<file path="src/rtl/csa_word_sequencer.sv">
// Byte-serial adder/subtractor that time-shares one 8-bit conditional-sum adder across an NBYTES-byte word.
// Latency: operands accepted at edge T give out_valid from edge T+NBYTES; issue interval NBYTES+2 with out_ready high.
// Backpressure: in_ready drops for RUN and DONE; the result holds in DONE until out_ready. Subtract via CSA_SEQ_SUB_EN.

// 8-bit conditional-sum adder: every block computes both carry-in cases, merged in three select levels.
module conditional_sum_adder (
    input  logic [7:0] x,
    input  logic [7:0] y,
    input  logic       c0,
    output logic [7:0] sum,
    output logic       c8
);

    logic [7:0] s0_0, s1_0, k0_0, k1_0;
    logic [7:0] s0_1, s1_1;
    logic [3:0] k0_1, k1_1;
    logic [7:0] s0_2, s1_2;
    logic [1:0] k0_2, k1_2;
    logic [7:0] s0_3, s1_3;
    logic       k0_3, k1_3;

    // Single-bit blocks, then merge pairs of blocks into 2-, 4- and 8-bit blocks.
    always_comb begin
        s0_0 = x ^ y;
        s1_0 = ~(x ^ y);
        k0_0 = x & y;
        k1_0 = x | y;

        s0_1 = s0_0;
        s1_1 = s1_0;
        k0_1 = '0;
        k1_1 = '0;
        for (int j = 0; j < 4; j++) begin
            s0_1[2*j+1] = k0_0[2*j] ? s1_0[2*j+1] : s0_0[2*j+1];
            s1_1[2*j+1] = k1_0[2*j] ? s1_0[2*j+1] : s0_0[2*j+1];
            k0_1[j]     = k0_0[2*j] ? k1_0[2*j+1] : k0_0[2*j+1];
            k1_1[j]     = k1_0[2*j] ? k1_0[2*j+1] : k0_0[2*j+1];
        end

        s0_2 = s0_1;
        s1_2 = s1_1;
        k0_2 = '0;
        k1_2 = '0;
        for (int j = 0; j < 2; j++) begin
            for (int i = 0; i < 2; i++) begin
                s0_2[4*j+2+i] = k0_1[2*j] ? s1_1[4*j+2+i] : s0_1[4*j+2+i];
                s1_2[4*j+2+i] = k1_1[2*j] ? s1_1[4*j+2+i] : s0_1[4*j+2+i];
            end
            k0_2[j] = k0_1[2*j] ? k1_1[2*j+1] : k0_1[2*j+1];
            k1_2[j] = k1_1[2*j] ? k1_1[2*j+1] : k0_1[2*j+1];
        end

        s0_3 = s0_2;
        s1_3 = s1_2;
        for (int i = 0; i < 4; i++) begin
            s0_3[4+i] = k0_2[0] ? s1_2[4+i] : s0_2[4+i];
            s1_3[4+i] = k1_2[0] ? s1_2[4+i] : s0_2[4+i];
        end
        k0_3 = k0_2[0] ? k1_2[1] : k0_2[1];
        k1_3 = k1_2[0] ? k1_2[1] : k0_2[1];

        sum = c0 ? s1_3 : s0_3;
        c8  = c0 ? k1_3 : k0_3;
    end

endmodule

module csa_word_sequencer #(
    parameter int NBYTES = 4
) (
    input  logic                clk,
    input  logic                rst,
    input  logic                in_valid,
    output logic                in_ready,
    input  logic [8*NBYTES-1:0] a,
    input  logic [8*NBYTES-1:0] b,
    input  logic                cin,
`ifdef CSA_SEQ_SUB_EN
    input  logic                sub,
`endif
    output logic                out_valid,
    input  logic                out_ready,
    output logic [8*NBYTES-1:0] sum,
    output logic                cout,
    output logic                busy
);

    localparam int W  = 8 * NBYTES;
    localparam int CW = $clog2(NBYTES);

    typedef enum logic [1:0] {
        IDLE = 2'd0,
        RUN  = 2'd1,
        DONE = 2'd2
    } state_t;

    state_t          state;
    logic [W-1:0]    a_q;
    logic [W-1:0]    b_q;
    logic            carry_q;
    logic [CW-1:0]   byte_cnt;
    logic [7:0]      add_x;
    logic [7:0]      add_y;
    logic [7:0]      add_sum;
    logic            add_c8;
`ifdef CSA_SEQ_SUB_EN
    logic            sub_q;
`endif

    // Steer byte k of the captured operands into the shared adder; B is inverted when subtracting.
    always_comb begin
        add_x = a_q[{byte_cnt, 3'b000} +: 8];
`ifdef CSA_SEQ_SUB_EN
        add_y = b_q[{byte_cnt, 3'b000} +: 8] ^ {8{sub_q}};
`else
        add_y = b_q[{byte_cnt, 3'b000} +: 8];
`endif
    end

    conditional_sum_adder u_adder (
        .x   (add_x),
        .y   (add_y),
        .c0  (carry_q),
        .sum (add_sum),
        .c8  (add_c8)
    );

    // Sequencer FSM with operand capture, byte-wise result assembly and registered handshake outputs.
    always_ff @(posedge clk or posedge rst) begin
        if (rst) begin
            state     <= IDLE;
            a_q       <= '0;
            b_q       <= '0;
            carry_q   <= 1'b0;
            byte_cnt  <= '0;
            sum       <= '0;
            cout      <= 1'b0;
            in_ready  <= 1'b1;
            out_valid <= 1'b0;
            busy      <= 1'b0;
`ifdef CSA_SEQ_SUB_EN
            sub_q     <= 1'b0;
`endif
        end else begin
            case (state)
                IDLE: begin
                    if (in_valid && in_ready) begin
                        a_q      <= a;
                        b_q      <= b;
`ifdef CSA_SEQ_SUB_EN
                        sub_q    <= sub;
                        // Two's-complement subtract: inverted B plus an initial carry of one.
                        carry_q  <= sub ? 1'b1 : cin;
`else
                        carry_q  <= cin;
`endif
                        byte_cnt <= '0;
                        state    <= RUN;
                        in_ready <= 1'b0;
                        busy     <= 1'b1;
                    end
                end
                RUN: begin
                    sum[{byte_cnt, 3'b000} +: 8] <= add_sum;
                    carry_q  <= add_c8;
                    byte_cnt <= byte_cnt + 1'b1;
                    if (byte_cnt == CW'(NBYTES - 1)) begin
                        cout      <= add_c8;
                        byte_cnt  <= '0;
                        out_valid <= 1'b1;
                        state     <= DONE;
                    end
                end
                DONE: begin
                    if (out_ready) begin
                        out_valid <= 1'b0;
                        in_ready  <= 1'b1;
                        busy      <= 1'b0;
                        state     <= IDLE;
                    end
                end
                default: begin
                    byte_cnt  <= '0;
                    out_valid <= 1'b0;
                    in_ready  <= 1'b1;
                    busy      <= 1'b0;
                    state     <= IDLE;
                end
            endcase
        end
    end

endmodule

</file>
<file path="config.mk">
export PLATFORM = sky130hd
export DESIGN_NAME = csa_word_sequencer
export DESIGN_NICKNAME = d
export VERILOG_FILES = /design/src/rtl/csa_word_sequencer.sv
export SDC_FILE = /design/constraint.sdc
export NUM_CORES = 1
export LEC_CHECK = 0
export CORE_MARGIN = 3
export CORE_UTILIZATION = 56
export DETAILED_ROUTE_END_ITERATION = 8
export PLACE_DENSITY_LB_ADDON = 0.2
export SETUP_SLACK_MARGIN = 0.15
export SLEW_MARGIN = 0
export SYNTH_ARGS = -nofsm -noshare
export SYNTH_HDL_FRONTEND = slang
export SYNTH_SLANG_ARGS = --single-unit
</file>
<file path="constraint.sdc">
create_clock -name clk -period 5.38 [get_ports clk]
set_clock_uncertainty 0.2 [all_clocks]
set_input_delay 1.076 -clock clk [delete_from_list [all_inputs] [get_ports clk]]
set_output_delay 1.076 -clock clk [all_outputs]
set_load 0.01 [all_outputs]
</file>
# After elaboration in Yosys (flattened, before gate mapping)
# Cells that the tools add are included.
[classes] addsub=2 bitwise=7 reduce_logical=10 shift=4 n_mux=58 eq_ne=6
[ops] operator="indexed part select 32 x 6 -> 8 bit" n=2
[ops] operator="two-way mux 1 bit" n=45
[ops] operator="bitwise mux 32 bit" n=1
[ops] operator="variable shift 8 x 7 -> 32 bit, first input constant" n=1
[ops] operator="indexed part select 8 x 7 -> 32 bit" n=1
[ops] operator="case mux 2 bit (3 select lines)" n=2
[ops] operator="two-way mux 2 bit" n=5
[ops] operator="case mux 1 bit (3 select lines)" n=3
[ops] operator="AND reduction 3 bit" n=3
[ops] operator="AND 8 bit" n=1
[ops] operator="two-way mux 8 bit" n=1
[ops] operator="NOT 8 bit" n=1
[ops] operator="OR 8 bit" n=1
[ops] operator="AND reduction 2 bit" n=4
[ops] operator="XOR 8 bit" n=1
[ops] operator="negator 5 -> 7 bit" n=1
[ops] operator="!= test 2 bit, second input constant" n=3
[ops] operator="== test 2 bit, second input constant" n=2
[ops] operator="NOT 1 bit" n=3
[ops] operator="adder 2 x 1 -> 2 bit, second input constant" n=1
[ops] operator="== test 2 x 1 -> 1 bit, second input constant" n=1
[ops] operator="zero test 2 bit" n=1
[ops] operator="case mux 1 bit (2 select lines)" n=1
[ops] operator="nonzero test 2 bit" n=1
[ops] operator="logical AND 1 bit" n=1
[word_totals] out_inout_bits=36 in_bits=69 reg_bits=105

# Depth between registers and ports, before layout
[depth] ltp_word=9 depth_mapped=11

# Hierarchy
# From an unflattened synthesis, not the netlist that was laid out.
[hier_totals] cells_unflattened=388 hier_area_um2=5250.0
[by_module_without_submodules] module="csa_word_sequencer" instances=1 cells_per_inst=289 area_per_inst_um2=4534.3 seq_area_each_um2=2628.8
[by_module_without_submodules] module="conditional_sum_adder" instances=1 cells_per_inst=99 area_per_inst_um2=715.7 seq_area_each_um2=0.0

# Worst setup path after synthesis
# Ideal clock, no wire load.
[synth_timing] kind="flip-flop to flip-flop" start="register byte_cnt[0]" end="register sum[15]" path_slack_ns=1.893 stages_incl_launch_ff=10 synth_period_minus_slack_ns=3.487 t_arrival_ns=3.216 path_buffers=2 cell_sequence="dfrtp_1 buf_2 buf_2 mux4_2 ha_1 o21ai_2 mux2i_4 mux2i_1 or4_1 nand4_1"
[synth_via] elab_chain_len=9
[synth_lines] element="start: declaration" line_no="101" text="logic [CW-1:0] byte_cnt;"
[synth_lines] element="start signal: assignment" line_no="166" text="byte_cnt <= byte_cnt + 1'b1;"
[synth_lines] element="indexed part select 32 x 6 -> 8 bit, on equally long branches" line_no="112, 116"
[synth_lines] element="XOR 8 bit" line_no="24, 25"
[synth_lines] element="NOT 8 bit" line_no="25" text="s1_0 = ~(x ^ y);"
[synth_lines] element="two-way mux 1 bit, on equally long branches" line_no="34, 35"
[synth_lines] element="two-way mux 1 bit, on equally long branches" line_no="46, 47"
[synth_lines] element="two-way mux 1 bit, on equally long branches" line_no="56, 57"
[synth_lines] element="two-way mux 8 bit" line_no="62" text="sum = c0 ? s1_3 : s0_3;"
[synth_lines] element="indexed part select 8 x 7 -> 32 bit" line_no="164" text="sum[{byte_cnt, 3'b000} +: 8] <= add_sum;"
[synth_lines] element="bitwise mux 32 bit *" line_no="164"
[synth_lines] element="end signal: indexed assignment" line_no="164"
[synth_lines] element="end: declaration" line_no="83" text="output logic [8*NBYTES-1:0] sum,"
# Every way passes the cells marked *; elsewhere a longest branch is shown, timed or not.
# A chain may end at the register's enable or synchronous reset.

# Final worst setup path
[layout_timing] start="register byte_cnt[0]" end="register sum[20]"
# Same word-level chain as after synthesis.

==> results.md <==
* Lkg Pwr at 0.00284 uW
* Multi-input logic area at 0.00240 mm2
* Final core utilization at 73.8%
* CTS clk-pin slew, worst paths at 100 ps
* # setup viols final at 0
* Max H-tree Level at 3
* Clk_lat worst skew at 380 ps
* Min-Delay Path Class: reg2reg
* GRT Total Usage at 23.4%
* Antenna Diode Count at 0
* Via/cell ratio at 5.82
* CP endpoint kind: register
* Rel. slew slack at 28.0%
* Run status: finished clean
* First-pass GRT wire length at 18700 um
* Critical R2R Launch: byte_cnt[0]
* Total Nets Final at 609
* CP peak stage delay at 910 ps
* Core area at 0.00885 mm2
* Drt pass-1 iters at 5
* Combinational cell fraction of total power at 56.2%
* DR DRC count at 0
* Setup CP Type: reg2reg
* Sink Count at 105
* Vias at 3674
* Synth Register Bits at 105
* Hold_sp: sum[28]
* Die H at 102 um
* Filler cells at 651
* GPL Wtd Cong at 0.849
* Synth cell types at 38
* # rows at 34
* IO buf count at 104
* Share of cells above drive strength 1 at 21.4%
* Post-DP HPWL at 8790 um
* Register area at 0.00263 mm2
* Top post-synthesis cells by area: dfrtp_1 (50%), mux2_2 (15%), mux4_2 (7.4%)
* Reg2Reg Setup Slack at 1490 ps
* Vias in the first global route at 3813
* Synth Flop Type: dfrtp_1
* Internal at 2450 uW
* Syn_area_per_cell at 12.6 um2
* Reg2reg path depth at 8
* Routed Antenna Nets at 0
* Largest net degree at the start of global routing at 67
* Max Fclk at 0.257 GHz
* CP most frequent cell: mux2i_4
* Synth top area share at 50.2%
* Commonest cells after routing, fill and taps aside: dfrtp_1 (104), clkdlybuf4s50_1 (104), mux2_2 (67), nand2_1 (35), inv_1 (25)
* Cts hold-fix bufs at 0
* Seq/Total Area, Yosys at 50.7%
* CP Data Arrival Time at 3930 ps
* Max-cap violations at 0
* R2R Path End: sum[20]
* Inserted Clock Buffers at 9
* Post-Syn Nets at 504
* Initial Utilization at 58.6%
* Post-CTS Setup Bufs at 0
* Worst Path Max Fanout at 19
* Routed WL at 11400 um
* Post-cts sizing count at 0
* EDFF count, synth at 0
* Root buffer cell: clkbuf_8
* Die Width at 102 um
* Crit-path cells: buf_4 -> mux4_2 -> ha_1 -> o21ai_2 -> mux2i_4 -> mux2i_4 -> xnor2_1 -> o21ai_0
* Hold depth at 2
* Final min period at 3890 ps
* DR WL/cell at 18.0 um
* RSZ-0062 raised after global routing: no
* Switching share of power at 42.1%
* Slowest CP cell: dfrtp_1
* Area Overhead vs Synth at 26.0%
* Initial antenna violation count at 0
* Synth Cell Area at 0.00518 mm2
* Slew Viols, Final at 0
* I/O pins at 105
* Peak supply drop at 0.000316 V
* Period utilization at 72.3%
* CTS tree: yes
* Post-synth ARST share at 100%
* Yosys top cell by area: dfrtp_1
* Setup Total Neg Slack at 0 ps
* Worst EP required at 5420 ps
* Final Hold Fails at 0
* Worst-Margin Slew at 1070 ps
* Yosys Warn Count at 0
* Flop pwr share at 32.1%
* Grt total ovfl at 0
* Hold Path Sink: sum[28]
* Initial DRC count at 147
* Synthesized instance count at 413
* PwrDens at 649 mW/mm2
* DIE AREA at 0.0104 mm2
* Clk pwr share at 11.7%
* Crit start category: register
* Clock Tree Buf Depth at 2
* Sw Pwr at 1790 uW
-- cells in the mapped netlist (2+ instances only) --
cell type,count
a211oi_1,2
a21o_1,2
a21oi_1,4
a22o_1,12
and3_1,4
buf_1,3
buf_2,7
clkbuf_1,3
dfrtp_1,104
ha_1,22
inv_1,26
mux2_2,67
mux2i_1,7
mux2i_4,2
mux4_2,17
nand2_1,35
nand2_2,2
nand2b_1,5
nand4_1,11
nor2_1,15
nor2b_1,2
nor3_1,10
o21ai_0,22
o22ai_1,3
o31ai_1,3
o41ai_1,2
or3_1,2
or4_1,5
xnor2_1,5
-- cells by family (layout without fill, tap and decap cells) --
logic type | after synthesis | count (layout) | synth area share, %
DFF | 105 | 105 | 50.7
muxes | 93 | 93 | 24.2
xor gates and xnor gates | 5 | 5 | 0.845
and+or+nand+nor | 95 | 95 | 9.05
buffers and inverters | 40 | 150 | 3.19
adders and majority gates | 22 | 22 | 5.31
AOI/OAI and AO/OA | 53 | 53 | 6.73
-- registers in the layout, indices dropped and copies added (netlist names) --
name       cells
sum           32
b_q           32
byte_cnt       2
out_valid      1
in_ready       1
busy           1
a_q           32
carry_q        1
state          2
cout           1
-- power groups by stage --
stage | clock, uW | sequential [uW] | combinational (uW)
finish | 496 | 1360 | 2380
global route | 534 | 1410 | 2620
CTS | 503 | 1370 | 2390
detailed placement | 0 | 1380 | 2380
global placement | 0 | 1360 | 2280
floorplan | 0 | 1310 | 1720
-- worst max-delay path: cells and delay by family, from the launching register on --
family	cells	cell delay [ps]
adder cells (fa/ha/maj)	1	210
multiplexers	3	1390
buffers and inverters	1	350
AO/OA/AOI/OAI	2	440
flip-flops	1	910
XOR/XNOR	1	270
-- how the worst max path moves through the flow --
stage / startpoint / endpoint / slack [ps] / cells after the start
after floorplan: rst / a_q[0] / 1350 / 1
after global placement: byte_cnt[0] / cout / 1590 / 9
after CTS: byte_cnt[0] / sum[12] / 1450 / 8
final: byte_cnt[0] / sum[20] / 1490 / 8
after global routing: byte_cnt[0] / cout / 1130 / 8
after detailed placement: byte_cnt[0] / sum[12] / 1460 / 8
-- routing by layer --
| layer | vias up | routed length, um | global-route usage, % |
|---|---|---|---|
| met5 | - | 0 | 0 |
| met4 | 0 | 310 | 8.88 |
| met3 | 35 | 672 | 5.12 |
| met2 | 131 | 5670 | 38.8 |
| met1 | 1809 | 4730 | 30.3 |
| li1 | 1699 | - | - |
-- through the flow --
step	area, um2	total power, uW	instances	setup slack [ps]	hold slack [ps]
CTS	6530	4260	631	1450	292
global placement	6330	3640	615	1590	263
floorplan	5180	3030	413	1350	275
detailed placement	6330	3760	615	1460	270
global route	6530	4570	631	1130	316
finish	6530	4240	631	1490	287
-- layout make-up --
cell class / instances / area share (%)
Sequential cell: 105 / 40.2
Multi-Input combinational cell: 268 / 36.7
Timing Repair Buffer: 108 / 16.4
Tap cell: 108 / 2.07
Clock buffer: 9 / 1.90
Inverter: 26 / 1.53
Clock inverter: 7 / 1.17
Power figures use the tool's default switching activity.
